## config.mk

```make
export PLATFORM = sky130hd
export DESIGN_NAME = apb_cmd_master
export DESIGN_NICKNAME = d
export VERILOG_FILES = /design/src/rtl/apb_cmd_master_pkg.sv /design/src/rtl/apb_cmd_master.sv
export SDC_FILE = /design/constraint.sdc
export NUM_CORES = 1
export LEC_CHECK = 0
export CAP_MARGIN = 0
export CELL_PAD_IN_SITES_DETAIL_PLACEMENT = 2
export CELL_PAD_IN_SITES_GLOBAL_PLACEMENT = 2
export CORE_ASPECT_RATIO = 0.75
export CORE_UTILIZATION = 28
export DETAILED_ROUTE_END_ITERATION = 10
export PLACE_DENSITY = 0.95
export SLEW_MARGIN = 20
export SYNTH_ARGS = -nofsm -noshare
export SYNTH_HDL_FRONTEND = slang
export SYNTH_SLANG_ARGS = --single-unit
```

## constraint.sdc

```tcl
create_clock -name clk -period 4.4 [get_ports clk]
set_input_delay 0.88 -clock clk [delete_from_list [all_inputs] [get_ports clk]]
set_output_delay 0.88 -clock clk [all_outputs]
set_load 0.02 [all_outputs]
```

## src/rtl/apb_cmd_master_pkg.sv

```systemverilog
// Shared types for the APB command master: FSM state encoding and the response record
// returned to the host.
package apb_cmd_master_pkg;

    localparam int RSP_DATA_W = 32;

    typedef enum logic [1:0] {
        ST_IDLE,
        ST_SETUP,
        ST_ACCESS,
        ST_RESP
    } state_e;

    typedef struct packed {
        logic [RSP_DATA_W-1:0] rdata;
        logic                  err;
        logic                  timeout;
    } rsp_t;

endpackage

```

## src/rtl/apb_cmd_master.sv

```systemverilog
// APB3 master: turns one valid/ready register command at a time into an APB transfer,
// bounds the ACCESS phase with a pready timeout and returns the result on a response channel.
module apb_cmd_master
    import apb_cmd_master_pkg::*;
#(
    parameter int ADDR_W  = 12,
    parameter int DATA_W  = 32,
    parameter int TIMEOUT = 16
) (
    input  logic              clk,
    input  logic              rst_b,
    input  logic              req_valid,
    output logic              req_ready,
    input  logic              req_write,
    input  logic [ADDR_W-1:0] req_addr,
    input  logic [DATA_W-1:0] req_wdata,
    output logic              rsp_valid,
    input  logic              rsp_ready,
    output logic [DATA_W-1:0] rsp_rdata,
    output logic              rsp_err,
    output logic              rsp_timeout,
    output logic              psel,
    output logic              penable,
    output logic              pwrite,
    output logic [ADDR_W-1:0] paddr,
    output logic [DATA_W-1:0] pwdata,
    input  logic [DATA_W-1:0] prdata,
    input  logic              pready,
    input  logic              pslverr
);

    // A TIMEOUT of 0 disables the abort, but the counter keeps a 1-bit floor width.
    localparam int               CNT_W    = (TIMEOUT > 0) ? $clog2(TIMEOUT + 1) : 1;
    localparam logic [CNT_W-1:0] CNT_LAST = CNT_W'((TIMEOUT > 0) ? TIMEOUT - 1 : 0);
    localparam logic [CNT_W-1:0] CNT_MAX  = {CNT_W{1'b1}};

    state_e            state_q, state_d;
    logic              psel_q, psel_d;
    logic              penable_q, penable_d;
    logic              pwrite_q, pwrite_d;
    logic [ADDR_W-1:0] paddr_q, paddr_d;
    logic [DATA_W-1:0] pwdata_q, pwdata_d;
    logic              rsp_valid_q, rsp_valid_d;
    rsp_t              rsp_q, rsp_d;
    logic [CNT_W-1:0]  cnt_q, cnt_d;

    always_ff @(posedge clk or negedge rst_b) begin
        if (!rst_b) begin
            state_q     <= ST_IDLE;
            psel_q      <= 1'b0;
            penable_q   <= 1'b0;
            pwrite_q    <= 1'b0;
            paddr_q     <= '0;
            pwdata_q    <= '0;
            rsp_valid_q <= 1'b0;
            rsp_q       <= '0;
            cnt_q       <= '0;
        end else begin
            state_q     <= state_d;
            psel_q      <= psel_d;
            penable_q   <= penable_d;
            pwrite_q    <= pwrite_d;
            paddr_q     <= paddr_d;
            pwdata_q    <= pwdata_d;
            rsp_valid_q <= rsp_valid_d;
            rsp_q       <= rsp_d;
            cnt_q       <= cnt_d;
        end
    end

    always_comb begin
        state_d     = state_q;
        psel_d      = psel_q;
        penable_d   = penable_q;
        pwrite_d    = pwrite_q;
        paddr_d     = paddr_q;
        pwdata_d    = pwdata_q;
        rsp_valid_d = rsp_valid_q;
        rsp_d       = rsp_q;
        cnt_d       = cnt_q;
        case (state_q)
            ST_IDLE: begin
                if (req_valid) begin
                    pwrite_d = req_write;
                    paddr_d  = req_addr;
                    pwdata_d = req_wdata;
                    psel_d   = 1'b1;
                    state_d  = ST_SETUP;
                end
            end
            ST_SETUP: begin
                penable_d = 1'b1;
                cnt_d     = '0;
                state_d   = ST_ACCESS;
            end
            ST_ACCESS: begin
                // pready is checked first so a completion on the abort cycle still wins.
                if (pready) begin
                    psel_d        = 1'b0;
                    penable_d     = 1'b0;
                    rsp_d.rdata   = (!pwrite_q && !pslverr) ? RSP_DATA_W'(prdata) : '0;
                    rsp_d.err     = pslverr;
                    rsp_d.timeout = 1'b0;
                    rsp_valid_d   = 1'b1;
                    state_d       = ST_RESP;
                end else if ((TIMEOUT != 0) && (cnt_q == CNT_LAST)) begin
                    psel_d        = 1'b0;
                    penable_d     = 1'b0;
                    rsp_d.rdata   = '0;
                    rsp_d.err     = 1'b1;
                    rsp_d.timeout = 1'b1;
                    rsp_valid_d   = 1'b1;
                    state_d       = ST_RESP;
                end else if (cnt_q != CNT_MAX) begin
                    cnt_d = cnt_q + 1'b1;
                end
            end
            ST_RESP: begin
                if (rsp_ready) begin
                    rsp_valid_d = 1'b0;
                    state_d     = ST_IDLE;
                end
            end
            default: state_d = ST_IDLE;
        endcase
    end

    assign req_ready   = (state_q == ST_IDLE);
    assign psel        = psel_q;
    assign penable     = penable_q;
    assign pwrite      = pwrite_q;
    assign paddr       = paddr_q;
    assign pwdata      = pwdata_q;
    assign rsp_valid   = rsp_valid_q;
    assign rsp_rdata   = DATA_W'(rsp_q.rdata);
    assign rsp_err     = rsp_q.err;
    assign rsp_timeout = rsp_q.timeout;

endmodule

```

Yosys cells after proc, flatten, opt, wreduce, memory -nomap -nowiden

Cells that the tools add are included.

Input bits: 83
Flip-flop bits (word level): 89
Logic and storage cells: 59
Output and inout port bits: 83

Add/sub/neg operators: 1
Reductions and logical operators: 15
Multiplexer cells: 21
Eq/ne operators: 11

Operators by type and width:

| kind                  | count |
|---|---|
| $mux W34              | 2 |
| $mux W32              | 1 |
| $mux W5               | 3 |
| $ne A2 B2 Y1 const B  | 5 |
| $pmux W5 S2           | 1 |
| $reduce_and A3 Y1     | 3 |
| $mux W2               | 4 |
| $pmux W2 S4           | 1 |
| $reduce_bool A2 Y1    | 4 |
| $mux W1               | 6 |
| $pmux W1 S2           | 3 |
| $reduce_and A2 Y1     | 3 |
| $add A5 B1 Y5 const B | 1 |
| $eq A5 B4 Y1 const B  | 1 |
| $ne A5 B5 Y1 const B  | 1 |
| $eq A2 B2 Y1 const B  | 2 |
| $reduce_and A4 Y1     | 1 |
| $ne A3 B3 Y1 const B  | 1 |
| $eq A2 B1 Y1 const B  | 1 |
| $logic_not A1 Y1      | 2 |
| $logic_not A2 Y1      | 1 |
| $logic_and A1 B1 Y1   | 1 |

Depth between registers and ports, before layout

Depth in word-level cells: 5
Depth in mapped cells: 7
Depth with buffers taken out: 6

Worst setup path before layout

OpenSTA, ideal clock, no wires.

Kind: reg-to-reg
Start: register cnt_q[0]
End: register cnt_q[1]
Cell stages (with the launch flop): 7
Period minus slack after synthesis: 1.976 ns
Library setup time: 0.126 ns
Path slack: 2.424 ns
Buffers on the path: 0
Data required time: 4.274 ns
Arrival time: 1.850 ns
Cells stage by stage: dfrtp_1 > ha_1 > and3_1 > ha_1 > nor4b_4 > nor2_1 > a221o_1

Word-level cells in the longest chain between the ends: 5
Elaborated cells between the ends (all ways): 10
Those cells by class: 1 x add/sub; 4 x eq/ne; 4 x mux; 1 x reduce/logical

Ends and longest elaborated chain:

| element                  | line                  | text |
|---|---|---|
| start: declaration       | apb_cmd_master.sv:45  | `logic [CNT_W-1:0] cnt_q, cnt_d;` |
| start signal: assignment | apb_cmd_master.sv:67  | `cnt_q <= cnt_d;` |
| $add A5 B1 Y5            | apb_cmd_master.sv:115 | `cnt_d = cnt_q + 1'b1;` |
| $mux W5                  | apb_cmd_master.sv:114 | `end else if (cnt_q != CNT_MAX) begin` |
| $mux W5                  | apb_cmd_master.sv:106 | `end else if ((TIMEOUT != 0) && (cnt_q == CNT_LAST)) begin` |
| $mux W5                  | apb_cmd_master.sv:98  | `if (pready) begin` |
| $pmux W5 S2              | apb_cmd_master.sv:81  | `case (state_q)` |

Parallel ways exist; a longest one is shown, timed or not. The select of a mux whose other input is x is not followed.
A chain may end at the register's enable or synchronous reset.

Worst setup path in the final report

Start: register state_q[0]
End: output req_ready

Word-level cells in the longest chain between the ends: 1

Ends and longest elaborated chain:

| element                  | line                  | text |
|---|---|---|
| start: declaration       | apb_cmd_master.sv:37  | `state_e state_q, state_d;` |
| start signal: assignment | apb_cmd_master.sv:59  | `state_q <= state_d;` |
| $logic_not A2 Y1         | apb_cmd_master.sv:128 | `assign req_ready = (state_q == ST_IDLE);` |
| end: declaration         | apb_cmd_master.sv:13  | `output logic req_ready,` |

No other way between the ends.

==> flow_summary.rst <==
.. list-table::
   :header-rows: 1

   * - Metric
     - Value
   * - Final-stage net count
     - 492
   * - Clock Skews
     - 9.21 ps
   * - CP Data Arrival Time
     - 1760 ps
   * - Fill count
     - 1,168
   * - Commonest non-fill, non-tap cells in the layout
     - 164 x clkdlybuf4s50_1, 89 x dfrtp_1, 45 x mux2_2, 33 x a22o_1, 9 x clkbuf_16
   * - Max FO, Critical Path
     - 4
   * - Worst path top cell family by delay
     - buffers and inverters
   * - Clock Path Buffers
     - 2
   * - Initial antenna violation count
     - 0
   * - Category of the critical setup timing path
     - flop to output port
   * - Number of buffers inserted for hold repair after clock tree synthesis
     - 0
   * - Total power per unit cell area
     - slightly above 700 mW/mm^2
   * - Worst path max stage delay
     - 640 ps
   * - Global-route wire length before repair
     - 16,800 um
   * - Die X
     - 131 um
   * - Clock sink count
     - between 80 and 90
   * - Distinct cells, synth
     - 27
   * - Result of the run
     - finished, final reports clean
   * - Layout overhead on the synthesized area
     - 61.2%
   * - Number of buffers inserted by port buffering
     - 165
   * - Number of max-capacitance violations reported
     - 0
   * - Critical path startpoint category
     - flop
   * - Post-route minimum period
     - 2640 ps
   * - Unrepaired setup endpoints after global routing
     - no
   * - Vias after detailed routing
     - 2,627
   * - Max transition margin
     - 0.409
   * - Number of diodes
     - 0
   * - Number of buffers created by CTS
     - 9
   * - Total overflow reported by the global router
     - 0
   * - Maximum number of pins on one net before global-route repair
     - 68
   * - TritonCTS clock tree
     - yes
   * - Post-Synthesis Net Count
     - 325
   * - DP Wirelength
     - about 8400 um
   * - Min-delay worst type
     - flop to flop
   * - H-tree lvl count
     - 3
   * - Mean instance size in the synthesized netlist
     - around 15 um^2
   * - Top cell type's share of synthesized area
     - 0.642
   * - Final Cycle Share
     - 0.600
   * - Clock latency at the later pin of the worst-skew pair
     - ~340 ps
   * - Vias per inst
     - 4.63
   * - Post-detailed-route wirelength per cell
     - 19.4 um
   * - Final Hold Viols
     - 0
   * - Biggest area contributors in the synthesized netlist
     - dfrtp_1 64%, mux2_2 15%, a22o_1 8.3%
   * - Post-synthesis async set-or-reset flop share
     - 1.00
   * - Number of enable flip-flop cells after synthesis
     - 0
   * - Warnings from Yosys
     - 0
   * - Netlist area before placement
     - 0.00347 mm^2
   * - Core box area
     - roughly 0.012 mm^2
   * - Floorplan die height
     - 98.4 um
   * - Total die area
     - 0.0128 mm^2
   * - DR pass1 iterations
     - 4
   * - Crit path capture type
     - output port
   * - Total Routing Usage GR
     - 0.179
   * - Number of register bits inferred by synthesis
     - 89
   * - Transition time at the pin with the least slew margin
     - roughly 890 ps
   * - Residual DRC count
     - 0
   * - Cell Chain, Critical Path
     - inv_1 > ha_1 > clkdlybuf4s50_1
   * - # IOs
     - around 170
   * - Leakage power of the design
     - about 2.4 nW
   * - Setup slack of the worst register-to-register path
     - approximately 2200 ps
   * - Placer's final routability congestion estimate
     - 0.668
   * - Most used DFF post-synth
     - dfrtp_1
   * - Total Routed Length
     - 11,000 um
   * - Vias in the first global route
     - between 2,000 and 3,000
   * - Sequential share of the synthesized area
     - 0.642
   * - Share of post-route cells with drive strength above 1
     - 0.170
   * - Post-route cell area
     - 0.00560 mm^2
   * - Cell chosen for the clock root
     - clkbuf_16
   * - Effective utilization at floorplan
     - 0.293
   * - Setup repair bufs after CTS
     - 0
   * - Buffers and inverters on the worst path
     - 2
   * - Detailed router's first-iteration violation count
     - 56
   * - Post-cts gate resize count
     - 0
   * - Slowest cell on the critical path
     - clkdlybuf4s50_1
   * - Cell count after synthesis
     - 234
   * - Max-slew violation count
     - 0
   * - Dominant cell type by area after synthesis
     - dfrtp_1
   * - Req. time, crit path
     - 3520 ps
   * - Maximum clock rate
     - between 300 and 400 MHz
   * - Post-Place Cell Area
     - 0.00529 mm^2
   * - Worst-case vdd ir drop
     - 0.000259 V
   * - Clock transition at the registers of the reported paths
     - 60 ps
   * - Total Negative Setup Slacks
     - 0 ps
   * - Most frequent standard cell in the layout excluding fill and tap cells
     - clkdlybuf4s50_1
   * - Final setup violation count
     - 0
   * - Number of placement rows
     - 34
   * - Number of antenna-violating nets in the routed design
     - 0
[Yosys cell counts (all sizes together), types with 2 or more instances]
| cell | n |
|---|---|
| dfrtp | 89 |
| nand2 | 8 |
| nor2 | 4 |
| mux2 | 45 |
| a22o | 33 |
| buf | 12 |
| nor2b | 2 |
| mux2i | 3 |
| o21ai | 8 |
| a21oi | 4 |
| inv | 5 |
| ha | 8 |
[logic make-up (layout without fill, tap and decap cells)]
kind of cell	after synthesis	after routing	share of synthesized area
compound gates	49	49	0.111
simple gates	21	21	0.0353
xor+xnor	1	1	0.00252
buf+inv	18	190	0.0256
flops	89	89	0.642
mux	48	48	0.155
fa+ha+maj	8	8	0.0288
[registers in the layout, indices dropped and copies added, names as in the netlist]
| signal | flops |
|---|---|
| rsp_rdata | 32 |
| state_q | 2 |
| pwrite | 1 |
| rsp_timeout | 1 |
| rsp_err | 1 |
| psel | 1 |
| rsp_valid | 1 |
| pwdata | 32 |
| paddr | 12 |
| penable | 1 |
| cnt_q | 5 |
[worst register-to-register path, stage by stage (launching register included)]
cell     delay, ps
dfrtp_1        420
ha_1           240
and3_1         210
ha_1           280
nor4b_4        540
nor2_1         130
a221o_1        310
[final cells by class]
type	instances	area, um^2	area share
clock buffer	11	243	0.0434
multi-input combinational	127	1160	0.208
tap	162	203	0.0362
clock inverter	5	62.6	0.0112
timing repair buffer	169	1680	0.300
sequential	89	2230	0.398
inverter	5	18.8	0.00335
[final timing paths]
path                                             start                endpoint  cells after the start
worst max-delay path            state_q[0]$_DFFE_PN0P_               req_ready                      3
worst min-delay path              cnt_q[3]$_DFFE_PN0P_    cnt_q[3]$_DFFE_PN0P_                      1
worst max register to register    cnt_q[0]$_DFFE_PN0P_    cnt_q[1]$_DFFE_PN0P_                      6
worst min register to register    cnt_q[3]$_DFFE_PN0P_    cnt_q[3]$_DFFE_PN0P_                      1
max in group asynchronous                        rst_b     rsp_err$_DFFE_PN0P_                      2
min in group asynchronous                        rst_b  pwdata[23]$_DFFE_PN0P_                      1
[stage by stage]
stage | worst slack, ps | utilization | cells | total power, mW | hold slack, ps
after floorplan | 2420 | - | 234 | 2.30 | 437
after global placement | 1450 | 0.447 | 552 | 3.16 | 453
after detailed placement | 1330 | 0.447 | 552 | 3.28 | 490
after CTS | 1670 | 0.473 | 568 | 4.09 | 508
after global routing | 1670 | 0.473 | 568 | 4.24 | 517
final | 1760 | 0.473 | 568 | 4.03 | 501
[metal layers]
layer  wire length (um)  up-vias  GRT usage
li1                   -     1182          -
met1               4420     1359      0.203
met2               6020       76      0.330
met3                481       10     0.0423
met4                113        0     0.0477
met5                  0        -          0
[report_power, final]
group	internal [mW]	leakage, nW	switching, mW	total, mW
Combinational	0.971	1.15	0.899	1.87
Sequential	1.16	1.11	0.204	1.37
Clock	0.459	0.142	0.330	0.790
Total	2.59	2.41	1.43	4.03
Note: power is estimated with default switching activity, not from simulation.
